$ cat src/rtl/scan_matriz.sv
// scan_matriz: row-scan sequencer and double-buffered 7x5 frame store for the
// 5x7 LED matrix plus digit slot output stage.
//
// Slot 0 selects the digit slot (col forced to zero). Slots 1..7 select matrix
// rows L1..L7 and drive the displayed (front) buffer row. Writes go to a back
// buffer. A commit locks the back buffer and swaps it into the front buffer at
// the next frame wrap, so a refresh never shows a half-written image.
//
// Build option: define SCAN_BLANK_EN to blank col for the first BLANK cycles
// of every slot (sel already shows the new slot while col is blanked).

module scan_matriz #(
    parameter int DWELL = 1000,   // cycles per slot, >= 2
    parameter int CNT_W = 10,     // dwell counter width, 2^CNT_W >= DWELL
    parameter int BLANK = 4       // blanking cycles per slot, < DWELL
) (
    input  logic       clk,
    input  logic       rst_n,
    input  logic       i_wr_en,
    input  logic [2:0] i_wr_row,
    input  logic [4:0] i_wr_data,
    output logic       o_wr_ready,
    input  logic       i_commit,
    output logic [2:0] o_sel,
    output logic [4:0] o_col,
    output logic       o_frame_done
);

    // Two-state buffer handshake: IDLE accepts writes, PENDING waits for wrap.
    typedef enum logic {
        ST_IDLE    = 1'b0,
        ST_PENDING = 1'b1
    } state_t;

    localparam logic [CNT_W-1:0] CNT_LAST  = CNT_W'(DWELL - 1);
    localparam logic [CNT_W-1:0] CNT_ZERO  = {CNT_W{1'b0}};
    localparam logic [CNT_W-1:0] CNT_ONE   = CNT_W'(1);
    localparam logic [CNT_W-1:0] CNT_BLANK = CNT_W'(BLANK);

`ifdef SCAN_BLANK_EN
    localparam logic BLANK_ON = 1'b1;
`else
    localparam logic BLANK_ON = 1'b0;
`endif

    // Row r (1..7) of a frame lives at bits [5*(r-1) +: 5].
    function automatic logic [4:0] row_pattern(input logic [34:0] frame_v,
                                               input logic [2:0]  row);
        logic [4:0] pat;
        case (row)
            3'd1:    pat = frame_v[4:0];
            3'd2:    pat = frame_v[9:5];
            3'd3:    pat = frame_v[14:10];
            3'd4:    pat = frame_v[19:15];
            3'd5:    pat = frame_v[24:20];
            3'd6:    pat = frame_v[29:25];
            3'd7:    pat = frame_v[34:30];
            default: pat = 5'b00000;   // digit slot shows no columns
        endcase
        return pat;
    endfunction

    // ------------------------------------------------------------------
    // Registers
    // ------------------------------------------------------------------
    logic [CNT_W-1:0] r_cnt;
    logic [2:0]       r_slot;
    state_t           r_state;
    logic [34:0]      r_front;
    logic [34:0]      r_back;
    logic [2:0]       r_sel;
    logic [4:0]       r_col;
    logic             r_wr_ready;
    logic             r_frame_done;

    // ------------------------------------------------------------------
    // Combinational nets
    // ------------------------------------------------------------------
    logic [CNT_W-1:0] w_cnt_nxt;
    logic [2:0]       w_slot_nxt;
    logic             w_terminal;
    logic             w_wrap;
    state_t           w_state_nxt;
    logic             w_swap;
    logic             w_wr_accept;
    logic             w_blank;

    // Dwell/slot sequencing: terminal cycle advances slot, slot 7 terminal is the frame wrap.
    always_comb begin
        w_terminal = (r_cnt == CNT_LAST);
        w_wrap     = w_terminal && (r_slot == 3'd7);
        if (w_terminal) begin
            w_cnt_nxt  = CNT_ZERO;
            w_slot_nxt = r_slot + 3'd1;
        end else begin
            w_cnt_nxt  = r_cnt + CNT_ONE;
            w_slot_nxt = r_slot;
        end
    end

    // Dwell and slot counter registers.
    always_ff @(posedge clk or negedge rst_n) begin
        if (!rst_n) begin
            r_cnt  <= CNT_ZERO;
            r_slot <= 3'd0;
        end else begin
            r_cnt  <= w_cnt_nxt;
            r_slot <= w_slot_nxt;
        end
    end

    // Handshake next state: commit locks writes; the wrap performs the swap.
    always_comb begin
        w_state_nxt = r_state;
        w_swap      = 1'b0;
        w_wr_accept = 1'b0;
        case (r_state)
            ST_IDLE: begin
                // A write in the commit cycle still lands and joins the swap.
                w_wr_accept = i_wr_en && (i_wr_row != 3'd0);
                if (i_commit) begin
                    w_state_nxt = ST_PENDING;
                end else begin
                    w_state_nxt = ST_IDLE;
                end
            end
            ST_PENDING: begin
                // Writes and repeated commits are ignored while locked.
                if (w_wrap) begin
                    w_swap      = 1'b1;
                    w_state_nxt = ST_IDLE;
                end else begin
                    w_state_nxt = ST_PENDING;
                end
            end
            default: begin
                w_state_nxt = ST_IDLE;
            end
        endcase
    end

    // Handshake state register; reset drops any pending swap.
    always_ff @(posedge clk or negedge rst_n) begin
        if (!rst_n) begin
            r_state <= ST_IDLE;
        end else begin
            r_state <= w_state_nxt;
        end
    end

    // Back buffer: accepted writes land on the accepting edge; contents survive a swap.
    always_ff @(posedge clk or negedge rst_n) begin
        if (!rst_n) begin
            r_back <= 35'd0;
        end else begin
            for (int r = 1; r <= 7; r++) begin
                if (w_wr_accept && (i_wr_row == 3'(r))) begin
                    r_back[5*(r-1) +: 5] <= i_wr_data;
                end
            end
        end
    end

    // Front buffer: replaced by the back buffer only at a frame wrap.
    always_ff @(posedge clk or negedge rst_n) begin
        if (!rst_n) begin
            r_front <= 35'd0;
        end else if (w_swap) begin
            r_front <= r_back;
        end else begin
            r_front <= r_front;
        end
    end

    // Blank window covers the first BLANK cycles of the slot being entered.
    always_comb begin
        w_blank = BLANK_ON && (w_cnt_nxt < CNT_BLANK);
    end

    // Registered outputs: sel/col track the upcoming slot so they change together.
    always_ff @(posedge clk or negedge rst_n) begin
        if (!rst_n) begin
            r_sel        <= 3'd0;
            r_col        <= 5'b00000;
            r_wr_ready   <= 1'b1;
            r_frame_done <= 1'b0;
        end else begin
            r_sel <= w_slot_nxt;
            // At a wrap the next slot is 0, so the swapped front is never needed here.
            if (w_blank || (w_slot_nxt == 3'd0)) begin
                r_col <= 5'b00000;
            end else begin
                r_col <= row_pattern(r_front, w_slot_nxt);
            end
            r_wr_ready   <= (w_state_nxt == ST_IDLE);
            r_frame_done <= w_swap;
        end
    end

    assign o_sel        = r_sel;
    assign o_col        = r_col;
    assign o_wr_ready   = r_wr_ready;
    assign o_frame_done = r_frame_done;

endmodule
$ cat config.mk
export PLATFORM = sky130hd
export DESIGN_NAME = scan_matriz
export DESIGN_NICKNAME = d
export VERILOG_FILES = /design/src/rtl/scan_matriz.sv
export SDC_FILE = /design/constraint.sdc
export NUM_CORES = 1
export LEC_CHECK = 0
export ABC_AREA = 1
export BUFFER_PORTS_ARGS = -buffer_cell sky130_fd_sc_hd__buf_4
export CAP_MARGIN = 10
export CORE_ASPECT_RATIO = 1.1
export CORE_UTILIZATION = 35
export DETAILED_ROUTE_END_ITERATION = 16
export GPL_ROUTABILITY_DRIVEN = 1
export PLACE_DENSITY = 0.62
export SYNTH_ARGS = -nofsm -noshare
export SYNTH_HDL_FRONTEND = slang
export SYNTH_SLANG_ARGS = --single-unit
export TNS_END_PERCENT = 1
$ cat constraint.sdc
create_clock -name clk -period 3.5 [get_ports clk]
set_input_delay 0.525 -clock clk [delete_from_list [all_inputs] [get_ports clk]]
set_output_delay 0.525 -clock clk [all_outputs]
set_load 0.005 [all_outputs]
After elaboration in Yosys (flattened, before gate mapping)
Cells that the tools add are included.
Cells by class
  bitwise gates (word level): 2
  mux-type cells: 10
  reduce and logical (&&, ||, !) cells: 11
  add/subtract/negate cells: 2
  equal/unequal tests: 16
Operator list (number)
  5-bit case mux with 7 select lines: 1
  3-bit == test, second input constant: 9
  3-bit by 2-bit == test with 1-bit output, second input constant: 4
  10-bit by 1-bit adder with 10-bit output, second input constant: 1
  10-bit == test, second input constant: 1
  10-bit 2-to-1 mux: 1
  1-bit logical AND: 9
  3-bit by 1-bit == test with 1-bit output, second input constant: 2
  1-bit 2-to-1 mux: 5
  5-bit 2-to-1 mux: 1
  3-bit by 1-bit adder with 3-bit output, second input constant: 1
  3-bit zero test: 1
  3-bit 2-to-1 mux: 1
  3-bit nonzero test: 1
  1-bit NOT: 2
  1-bit case mux with 2 select lines: 1
Storage, ports and cells
  output and inout port bits: 10
  register bits after elaboration: 91

Depth between registers and ports, before layout
  depth in word-level cells: 5
  depth in mapped cells: 11
  gate-level depth less buffers: 11

Worst setup path before layout
No wires, ideal clock.
  kind: register to register
  start: register o_sel[0] (netlist name)
  end: register r_col[0] (netlist: o_col[0])
  data arrival time: 1549 ps
  buffers on the path: 1
  clock period less this slack: 1614 ps
  path slack: 1886 ps
  stages on the path, launching flop included: 11
  cell sequence: dfrtp_1 -> ha_1 -> ha_1 -> inv_1 -> nand4_1 -> nand2_1 -> buf_2 -> nand4_1 -> nand2_1 -> nor2_1 -> nand2_1
RTL lines
  to (signal assigned): line 193  | r_col <= row_pattern(r_front, w_slot_nxt);
  to (decl): line 72  | logic [4:0] r_col;

Worst setup path after layout
  start: register r_cnt[0]
  end: register r_front[5]
Between the ends
  word-level cells in the longest chain between the ends: 4
Ends and longest elaborated chain
  from (decl): line 66  | logic [CNT_W-1:0] r_cnt;
  from (signal assigned): line 107  | r_cnt <= w_cnt_nxt;
  10-bit == test: line 90  | w_terminal = (r_cnt == CNT_LAST);
  1-bit logical AND: line 91  | w_wrap = w_terminal && (r_slot == 3'd7);
  1-bit 2-to-1 mux: line 129  | if (w_wrap) begin
  1-bit 2-to-1 mux: line 117  | case (r_state)
  to (signal assigned): line 169  | r_front <= r_back;
  to (signal assigned): line 171  | r_front <= r_front;
  to (decl): line 69  | logic [34:0] r_front;
Every way passes these cells.
A chain may end at the register's enable or synchronous reset.

==> results.toml <==
[global_routing]
track_usage_pct = 15.69
grt_max_degree = 65
grt_pass1_vias = 2850
antenna_found_initial = 0
grt_pass1_wl_um = 14350
grt_remaining_overflow = 0

[logic_synthesis]
yosys.area_share.simple_pct = 25.59
ys_ff_latch = 91
synth_area_leaders = "dfrtp_1, nand2_1, o21ai_0"
syn_nets = 467
synth.area.mux_share_pct = 0
synth.distinct_cells = 30
synth_top_family_by_area = "simple AND/OR/NAND/NOR gates"
syn_inst = 452
netlist_area_mm2 = 0.003999
yosys_warnings = 0
seq_area_frac_synth_pct = 56.98
synthXorXnorAreaFrac_pct = 0
synth_area_per_cell_um2 = 8.847
synth_fa_ha_area_share_pct = 0.9387
synth_edf_count = 0
yosys.area.top_type = "dfrtp_1"
yosysTopAreaCellShare_pct = 56.32
synth_commonest_cells = "nand2_1, dfrtp_1, o21ai_0, inv_1"
ys_async_sr_fraction_pct = 100.0
synth.most_common_cell = "nand2_1"
synth_ff_type = "dfrtp_1"
synth_compound_area_share_pct = 9.449

[cts]
clkLatencyLatePin_ps = 340
cts.repair.resized = 0
cts-root-buf = "clkbuf_16"
cts_sinks = 91
cts_made_buffers = 9
cts_buffer_depth = 2
htree_levels = 3
postCtsHoldBufs = 0
cts.clk_slew.worst_paths_ps = 70
postCtsSetupBuffers = 0
tritoncts = "built"

[worst_hold_path]
hold_class = "input pin to asynchronous set/reset pin"

[layout]
nNetsFinal = 486
diodes = 0
syn_to_final_growth_pct = 15.21
drive_above_1_share_pct = 11.58

[worst_setup_path]
cp_max_fo = 53
cp_data_arrival_time_ps = 2550
endpoint_kind = "register"
cp.required_ps = 3780
crit_type = "register to register"
start_kind = "register"

[sta]
rsz0062_at_grt = "false"
fin_ws_ps = 1225
tightest_slew_ps = 808.4
hold_viol_final = 0
post-route-period-util_pct = 64.99
fmax_ghz = 0.4396
setup_violations = 0
fin_setup_tns_ps = 0
fin_skew_ps = 8.715
slew_violations = 0
period_minus_slack_ps = 2275
slew-limit-headroom_pct = 46.11

[die]
rows = 40
die_y_um = 114.1
die_width_um = 103.9
io_pins = 22
core_area_mm2 = 0.01101
start_util_pct = 36.32
die_area_mm2 = 0.01186

[routing]
routed_wl_um = 8482
drtPass1Iterations = 5
ant_nets = 0
drt_iter0_markers = 133
vias = 2947
vias_per_cell = 4.738
wl_per_cell_um = 13.64
drc = 0

[outcome]
status = "complete, no violations"

[place]
place_congestion = 0.8079
port_buffers = 21
dp_hpwl_um = 5936
pre_cts_ws_ps = 1219

[power_and_ir_drop]
power_density_mw_per_mm2 = 491.1
peakVddDrop_uv = 236.2
cellLeakagePower_nw = 2.282

[job]
drv_cap = 0
-- metal layers --
layer  vias to the layer above  wire (µm)  GRT usage (%)
li1                       1506          -              -
met1                      1382       4228          21.74
met2                        52       3869          24.27
met3                         7        253          2.561
met4                         0        130          7.238
met5                         -          0              0
-- cells in the final DEF, fill, tap and decap left out, drive strengths merged, types with 3 or more instances in the layout --
| master | Yosys | routed |
|---|---|---|
| nand2 | 138 | 138 |
| dfrtp | 90 | 90 |
| o21ai | 64 | 64 |
| inv | 51 | 51 |
| nor2 | 29 | 29 |
| nand4 | 26 | 26 |
| buf | 11 | 23 |
| nand3 | 18 | 18 |
| clkbuf | 4 | 11 |
| nor3 | 6 | 6 |
| a21oi | 5 | 5 |
| ha | 3 | 3 |
| bufinv | 0 | 3 |
-- registers in the layout (all words and copies together), names as in the netlist --
signal and cells:
o_frame_done 1, o_sel 3, r_back 35, r_front 35
o_wr_ready 1, o_col 5, r_state 1, r_cnt 10
-- per-stage QoR --
step	instances	cell area [µm²]	utilization (%)	power (mW)	hold WS, ps
floorplan	452	3999	-	1.131	229.4
global placement	607	4265	38.74	1.179	445.0
detailed placement	607	4265	38.74	1.181	457.2
CTS	622	4607	41.84	2.282	317.8
global route	622	4607	41.84	2.332	366.2
finish	622	4607	41.84	2.262	293.7
-- area by class of cell --
class | count | area, µm²
Clock buffer | 11 | 242.7
Clock inverter | 4 | 98.84
Fill cell | 1141 | 6404
Inverter | 51 | 191.4
Multi-Input combinational cell | 295 | 1439
Sequential cell | 91 | 2278
Tap cell | 147 | 183.9
Timing Repair Buffer | 23 | 172.7
-- logic make-up after synthesis --
logic type,count (synthesis)
adder cells (fa/ha/maj),3
buffers and inverters,66
AND/OR/NAND/NOR,219
flip-flops,91
AO/OA/AOI/OAI,73
-- worst max-delay path, stage by stage (launching register included) --
cell     delay, ps
dfrtp_1        370
ha_1           190
nand2_1        120
inv_1          170
nand3_4        130
inv_2          170
nand3_4        420
inv_2          420
nand2_1        130
nand2_1         90
-- power breakdown --
group	switching, mW	leakage [nW]	internal (mW)
combinational	0.0509	0.957	0.0206
clock	0.388	0.166	0.715
sequential	0.0101	1.16	1.08
total	0.449	2.28	1.81
-- final timing paths --
kind	start	to	slack [ps]	cells after the start
setup reg to reg	r_cnt[0]$_DFF_PN0_	r_front[5]$_DFFE_PN0P_	1230	9
hold reg to reg	r_cnt[0]$_DFF_PN0_	r_cnt[0]$_DFF_PN0_	460	1
hold / removal	rst_n	r_cnt[8]$_DFF_PN0_	290	1
setup / recovery	r_cnt[0]$_DFF_PN0_	r_front[5]$_DFFE_PN0P_	1230	9
min in group clk	i_commit	o_wr_ready$_DFF_PN1_	420	2
max in group asynchronous	rst_n	r_back[25]$_DFFE_PN0P_	2500	2
(Power assumes the default switching activity.)
